### config.mk
export PLATFORM = sky130hd
export DESIGN_NAME = board_io_bank
export DESIGN_NICKNAME = d
export VERILOG_FILES = /design/src/rtl/board_io_pkg.sv /design/src/rtl/board_io_debounce.sv /design/src/rtl/board_io_bank.sv
export SDC_FILE = /design/constraint.sdc
export NUM_CORES = 1
export LEC_CHECK = 0
export CAP_MARGIN = 30
export CELL_PAD_IN_SITES_DETAIL_PLACEMENT = 0
export CELL_PAD_IN_SITES_GLOBAL_PLACEMENT = 1
export CORE_MARGIN = 5
export CORE_UTILIZATION = 45
export DETAILED_ROUTE_END_ITERATION = 8
export PLACE_DENSITY_LB_ADDON = 0.15
export SYNTH_ARGS = -nofsm -noshare
export SYNTH_HDL_FRONTEND = slang
export SYNTH_SLANG_ARGS = --single-unit
### constraint.sdc
create_clock -name clk -period 23.8 [get_ports clk]
set_clock_uncertainty 0.15 [all_clocks]
set_input_delay 7.14 -clock clk [delete_from_list [all_inputs] [get_ports clk]]
set_output_delay 7.14 -clock clk [all_outputs]
set_load 0.02 [all_outputs]
### src/rtl/board_io_pkg.sv
`default_nettype none
// ============================================================================
// Module   : board_io_pkg
// Brief    : Shared constants and helpers for the board I/O front-end.
// Revision : 1.0 - initial release
// ============================================================================
package board_io_pkg;

  // 10 ms of debounce at a 12.5 MHz core clock.
  localparam int DEBOUNCE_10MS_12M5 = 125000;

  // Default LED brightness resolution.
  localparam int PWM_BITS_DEFAULT = 8;

  // Width of a counter that must be able to hold the value n.
  function automatic int cnt_width(input int n);
    return $clog2(n + 1);
  endfunction

endpackage
`default_nettype wire

### src/rtl/board_io_debounce.sv
`default_nettype none
// ============================================================================
// Module   : board_io_debounce
// Brief    : Single switch channel: synchroniser, persistence counter,
//            stable level and one-cycle rise/fall pulses.
// Revision : 1.0 - initial release
// ============================================================================
module board_io_debounce
  import board_io_pkg::*;
#(
  parameter int SYNC_STAGES     = 2,
  parameter int DEBOUNCE_CYCLES = DEBOUNCE_10MS_12M5
) (
  input  logic clk,
  input  logic rst,
  input  logic raw,
  output logic level,
  output logic rise,
  output logic fall
);

  localparam int            CW       = cnt_width(DEBOUNCE_CYCLES);
  localparam logic [CW-1:0] CNT_LAST = CW'(DEBOUNCE_CYCLES - 1);

  logic [SYNC_STAGES-1:0] sync;
  logic [CW-1:0]          cnt;
  logic                   s;

  // Last synchroniser stage is the only copy of the pin the logic looks at.
  assign s = sync[SYNC_STAGES-1];

  // Shift the asynchronous pin through the synchroniser chain.
  always_ff @(posedge clk or posedge rst) begin
    if (rst) begin
      sync <= '0;
    end else begin
      sync <= {sync[SYNC_STAGES-2:0], raw};
    end
  end

  // Accept a new level only after it has differed for DEBOUNCE_CYCLES cycles;
  // any return to the current level restarts the count.
  always_ff @(posedge clk or posedge rst) begin
    if (rst) begin
      cnt   <= '0;
      level <= 1'b0;
      rise  <= 1'b0;
      fall  <= 1'b0;
    end else begin
      rise <= 1'b0;
      fall <= 1'b0;
      if (s == level) begin
        cnt <= '0;
      end else if (cnt == CNT_LAST) begin
        level <= s;
        cnt   <= '0;
        rise  <= s;
        fall  <= ~s;
      end else begin
        cnt <= cnt + CW'(1);
      end
    end
  end

endmodule
`default_nettype wire

### src/rtl/board_io_bank.sv
`default_nettype none
// ============================================================================
// Module   : board_io_bank
// Brief    : Board I/O front-end: debounced switches with change pulses and
//            PWM-dimmed, registered LED drive.
// Revision : 1.0 - initial release
// ============================================================================
module board_io_bank
  import board_io_pkg::*;
#(
  parameter int NUM_SW          = 16,
  parameter int NUM_LED         = 16,
  parameter int SYNC_STAGES     = 2,
  parameter int DEBOUNCE_CYCLES = DEBOUNCE_10MS_12M5,
  parameter int PWM_BITS        = PWM_BITS_DEFAULT
) (
  input  logic                clk,
  input  logic                rst,
  input  logic [NUM_SW-1:0]   i_sw,
  output logic [NUM_SW-1:0]   o_sw_db,
  output logic [NUM_SW-1:0]   o_sw_rise,
  output logic [NUM_SW-1:0]   o_sw_fall,
  input  logic [NUM_LED-1:0]  i_led,
  input  logic [PWM_BITS-1:0] i_led_duty,
  output logic [NUM_LED-1:0]  o_led
);

  localparam logic [PWM_BITS-1:0] PWM_MAX = {PWM_BITS{1'b1}};

  logic [PWM_BITS-1:0] pwm_cnt;
  logic [PWM_BITS-1:0] duty_q;
  logic                pwm_on;

  // One independent debouncer per switch channel.
  generate
    for (genvar k = 0; k < NUM_SW; k++) begin : g_sw
      board_io_debounce #(
        .SYNC_STAGES     (SYNC_STAGES),
        .DEBOUNCE_CYCLES (DEBOUNCE_CYCLES)
      ) u_db (
        .clk   (clk),
        .rst   (rst),
        .raw   (i_sw[k]),
        .level (o_sw_db[k]),
        .rise  (o_sw_rise[k]),
        .fall  (o_sw_fall[k])
      );
    end
  endgenerate

  // Free-running PWM period counter; duty is sampled only on the last count
  // so brightness never changes partway through a period.
  always_ff @(posedge clk or posedge rst) begin
    if (rst) begin
      pwm_cnt <= '0;
      duty_q  <= '0;
    end else begin
      pwm_cnt <= pwm_cnt + PWM_BITS'(1);
      if (pwm_cnt == PWM_MAX) begin
        duty_q <= i_led_duty;
      end
    end
  end

  // Full-scale duty forces constant on so there is no dropout at the wrap.
  assign pwm_on = (duty_q == PWM_MAX) | (pwm_cnt < duty_q);

  // Registered LED drive keeps the pins glitch-free.
  always_ff @(posedge clk or posedge rst) begin
    if (rst) begin
      o_led <= '0;
    end else begin
      o_led <= i_led & {NUM_LED{pwm_on}};
    end
  end

endmodule
`default_nettype wire
==> reports/metrics.json <==
{
  "fillerInstances": {"value": 3518},
  "crit_required": {"value": 24.34, "unit": "ns"},
  "antenna-diode-count": {"value": 0},
  "final-setup-viol-count": {"value": 0},
  "switching_power": {"value": 0.2960, "unit": "mW"},
  "port_buffers": {"value": 105},
  "total_routing_usage_gr": {"value": 0.1546},
  "most-common-layout-cells": {"value": "sky130_fd_sc_hd__dfrtp_1, sky130_fd_sc_hd__nor2_1, sky130_fd_sc_hd__xnor2_1, sky130_fd_sc_hd__clkdlybuf4s50_1, sky130_fd_sc_hd__xor2_1"},
  "crit_slowest_cell": {"value": "sky130_fd_sc_hd__buf_12"},
  "routabilityCongestion": {"value": 0.7719},
  "fp.dieArea": {"value": 0.04368, "unit": "mm2"},
  "cts_inserted_buffers": {"value": 43},
  "yosysUniqueCellTypes": {"value": 53},
  "hp-class": {"value": "flop to flop"},
  "nets": {"value": 1820},
  "htreeDepth": {"value": 2},
  "pwr-share-seq": {"value": 0.494},
  "cap_violations": {"value": 0},
  "period_minus_slack": {"value": 9.353, "unit": "ns"},
  "dp_hpwl": {"value": 21520, "unit": "um"},
  "clk_path_buf_depth": {"value": 3},
  "number_of_global_route_vias_before_repair": {"value": 12011},
  "path_max_fanout": {"value": 180},
  "crit_buf_inv": {"value": 5},
  "crit_type": {"value": "input pin to asynchronous set/reset pin"},
  "post-route-period-util": {"value": 0.3930},
  "initial_core_util": {"value": 0.4579},
  "design_area": {"value": 0.02051, "unit": "mm2"},
  "maximum_number_of_pins_on_one_net_before_global_route_repair": {"value": 181},
  "crit_path_cell_trace": {"value": "clkdlybuf4s50_1 > inv_8 > buf_12 > buf_4 > buf_16"},
  "final.setup.tns": {"value": 0, "unit": "ns"},
  "fin_util": {"value": 0.5270},
  "core_region_area": {"value": 0.03892, "unit": "mm2"},
  "die_x": {"value": 209.0, "unit": "um"},
  "grt_pass1_wl": {"value": 58530, "unit": "um"},
  "postSynthNetCount": {"value": 1740},
  "cp_slowest_stage_delay": {"value": 0.71, "unit": "ns"},
  "ant_nets": {"value": 0},
  "synth-edff-count": {"value": 0},
  "tritoncts": {"value": "yes"},
  "max_freq": {"value": 0.1069, "unit": "GHz"},
  "avgViaCountPerCell": {"value": 5.187},
  "yosys_warnings": {"value": 0},
  "p_clk_frac": {"value": 0.474},
  "comb_power_share": {"value": 0.032},
  "fin_worst_hold_slack": {"value": 0.1925, "unit": "ns"},
  "flow.area_growth_from_synthesis": {"value": 15.09, "unit": "%"},
  "post_cts.repair.setup_buffers": {"value": 0},
  "detailed_place.area": {"value": 0.01909, "unit": "mm2"},
  "total_power": {"value": 1.359, "unit": "mW"},
  "critPathCaptureType": {"value": "asynchronous set/reset pin"},
  "routed_via_count": {"value": 11951},
  "root_buffer": {"value": "sky130_fd_sc_hd__clkbuf_16"},
  "grt_setup_unrepaired": {"value": "false"},
  "report.final.slew_viol_count": {"value": 0},
  "worst_slew_margin_rel": {"value": 0.3395},
  "design.portCount": {"value": 106},
  "power_report.internal_total": {"value": 1.063, "unit": "mW"},
  "path_clk_slew": {"value": 0.06, "unit": "ns"},
  "worst_skew_pair.late_latency": {"value": 0.55, "unit": "ns"},
  "avgSynthCellArea": {"value": 10.64, "unit": "um2"},
  "swShare": {"value": 0.2179},
  "outcome": {"value": "completed"},
  "cp.arrival": {"value": 9.90, "unit": "ns"},
  "final_common_cell": {"value": "sky130_fd_sc_hd__dfrtp_1"},
  "floorplan.rows": {"value": 72},
  "syn_inst": {"value": 1674},
  "initial_antenna_violation_count": {"value": 0},
  "power_density": {"value": 66.25, "unit": "mW/mm2"},
  "fp.dieH": {"value": 209.0, "unit": "um"},
  "p_leak": {"value": 8.269, "unit": "nW"},
  "asyncSetResetFlopFracSynth": {"value": 1.000},
  "worst_path_dominant_cell_family": {"value": "buffers and inverters"},
  "overflow": {"value": 0},
  "cts.repair.resized": {"value": 0},
  "vdd_drop_max": {"value": 0.05239, "unit": "mV"},
  "wl_per_cell": {"value": 14.46, "unit": "um"},
  "netlist_area": {"value": 0.01782, "unit": "mm2"},
  "cp-start-kind": {"value": "input pin"},
  "final-hold-violation-count": {"value": 0},
  "synth_ff_type": {"value": "sky130_fd_sc_hd__dfrtp_1"},
  "synth.yosys.seq_area_share": {"value": 0.5393},
  "postSynthRegisterBits": {"value": 384},
  "post-route-drc-count": {"value": 0},
  "drt-pass1-iter-count": {"value": 5},
  "drt_first_iter_violations": {"value": 585},
  "num_clock_sinks": {"value": 384},
  "post_route_cells_drive_above_1_share": {"value": 0.07391},
  "wl": {"value": 33310, "unit": "um"},
  "hold_buffers": {"value": 0},
  "least_margin_pin_slew": {"value": 0.9908, "unit": "ns"}
}
-- power groups by stage --
| stage | sequential, mW | clock, mW | combinational (mW) |
|---|---|---|---|
| after detailed placement | 0.683 | 0 | 0.0439 |
| after global routing | 0.672 | 0.699 | 0.0500 |
| final | 0.671 | 0.644 | 0.0429 |
| after CTS | 0.671 | 0.673 | 0.0443 |
| after floorplan | 0.681 | 0 | 0.0286 |
| after global placement | 0.683 | 0 | 0.0424 |
-- logic make-up after synthesis --
| kind of cell | share of synthesized area |
|---|---|
| buffers and inverters | 0.04016 |
| flip-flops | 0.5393 |
| adder cells (fa/ha/maj) | 0.01685 |
| AO/OA/AOI/OAI | 0.01847 |
| XOR/XNOR | 0.1204 |
| multiplexers | 0.01538 |
| AND/OR/NAND/NOR | 0.2495 |
-- metal layers --
metal,up-vias,track usage,share of wire
met2,160,0.2379,0.44
met4,0,0.04455,0.020
met1,5764,0.2159,0.48
met3,48,0.04334,0.058
met5,-,0,0
li1,5979,-,-
-- state kept, by name (all words and copies together), names as in the netlist --
register,cells
pwm_cnt,8
o_led,16
duty_q,8
g_sw.u_db.sync,32
g_sw.u_db.level,16
g_sw.u_db.rise,16
g_sw.u_db.cnt,272
g_sw.u_db.fall,16
-- worst reg2reg max path: stages (launching register included) --
cell and delay [ns]:
sky130_fd_sc_hd__dfrtp_1 0.44, sky130_fd_sc_hd__nor4_1 0.36, sky130_fd_sc_hd__nand3_1 0.16, sky130_fd_sc_hd__o41ai_2 0.80
sky130_fd_sc_hd__buf_4 0.30, sky130_fd_sc_hd__nor2_1 0.06
-- per-stage QoR --
| step | std cells | setup slack, ns |
|---|---|---|
| floorplan | 1674 | 5.839 |
| global placement | 2222 | 13.32 |
| detailed placement | 2226 | 13.31 |
| CTS | 2303 | 13.88 |
| global route | 2304 | 13.95 |
| finish | 2304 | 14.45 |
-- worst paths after layout --
kind / startpoint / endpoint / slack [ns] / cells past startpoint
max in group clk: g_sw[12].u_db.level / o_sw_db[12] / 14.89 / 1
hold reg to reg: g_sw[12].u_db.sync[0] / g_sw[12].u_db.sync[1] / 0.19 / 0
min in group asynchronous: rst / g_sw[4].u_db.sync[0] / 7.00 / 2
setup / recovery: rst / g_sw[1].u_db.level / 14.45 / 5
setup reg to reg: g_sw[15].u_db.cnt[12] / g_sw[15].u_db.cnt[14] / 21.43 / 5
hold / removal: g_sw[12].u_db.sync[0] / g_sw[12].u_db.sync[1] / 0.19 / 0
-- layout make-up --
class                           count  area [um2]  area share
Tap cell                          518       648.1     0.03160
Multi-Input combinational cell   1163        7495      0.3654
Timing Repair Buffer              117        1189     0.05796
Inverter                           45       176.4    0.008602
Clock buffer                       62        1280     0.06241
Sequential cell                   384        9609      0.4686
Clock inverter                     15       111.4    0.005430
-- synthesized netlist by cell type (all sizes together) (23+ instances only) --
| master | instances | share of area |
|---|---|---|
| dfrtp | 384 | 0.54 |
| nor2 | 267 | 0.058 |
| xnor2 | 157 | 0.077 |
| nand2 | 88 | 0.020 |
| xor2 | 88 | 0.043 |
| nand3 | 87 | 0.024 |
| nand4 | 83 | 0.029 |
| nor4 | 73 | 0.026 |
| buf | 60 | 0.026 |
| nor3b | 50 | 0.021 |
| nor3 | 47 | 0.013 |
| inv | 45 | 0.0095 |
| or4 | 25 | 0.012 |
| ha | 24 | 0.017 |
| mux2 | 24 | 0.015 |
| and3 | 23 | 0.0081 |
Power figures use the tool's default switching activity.
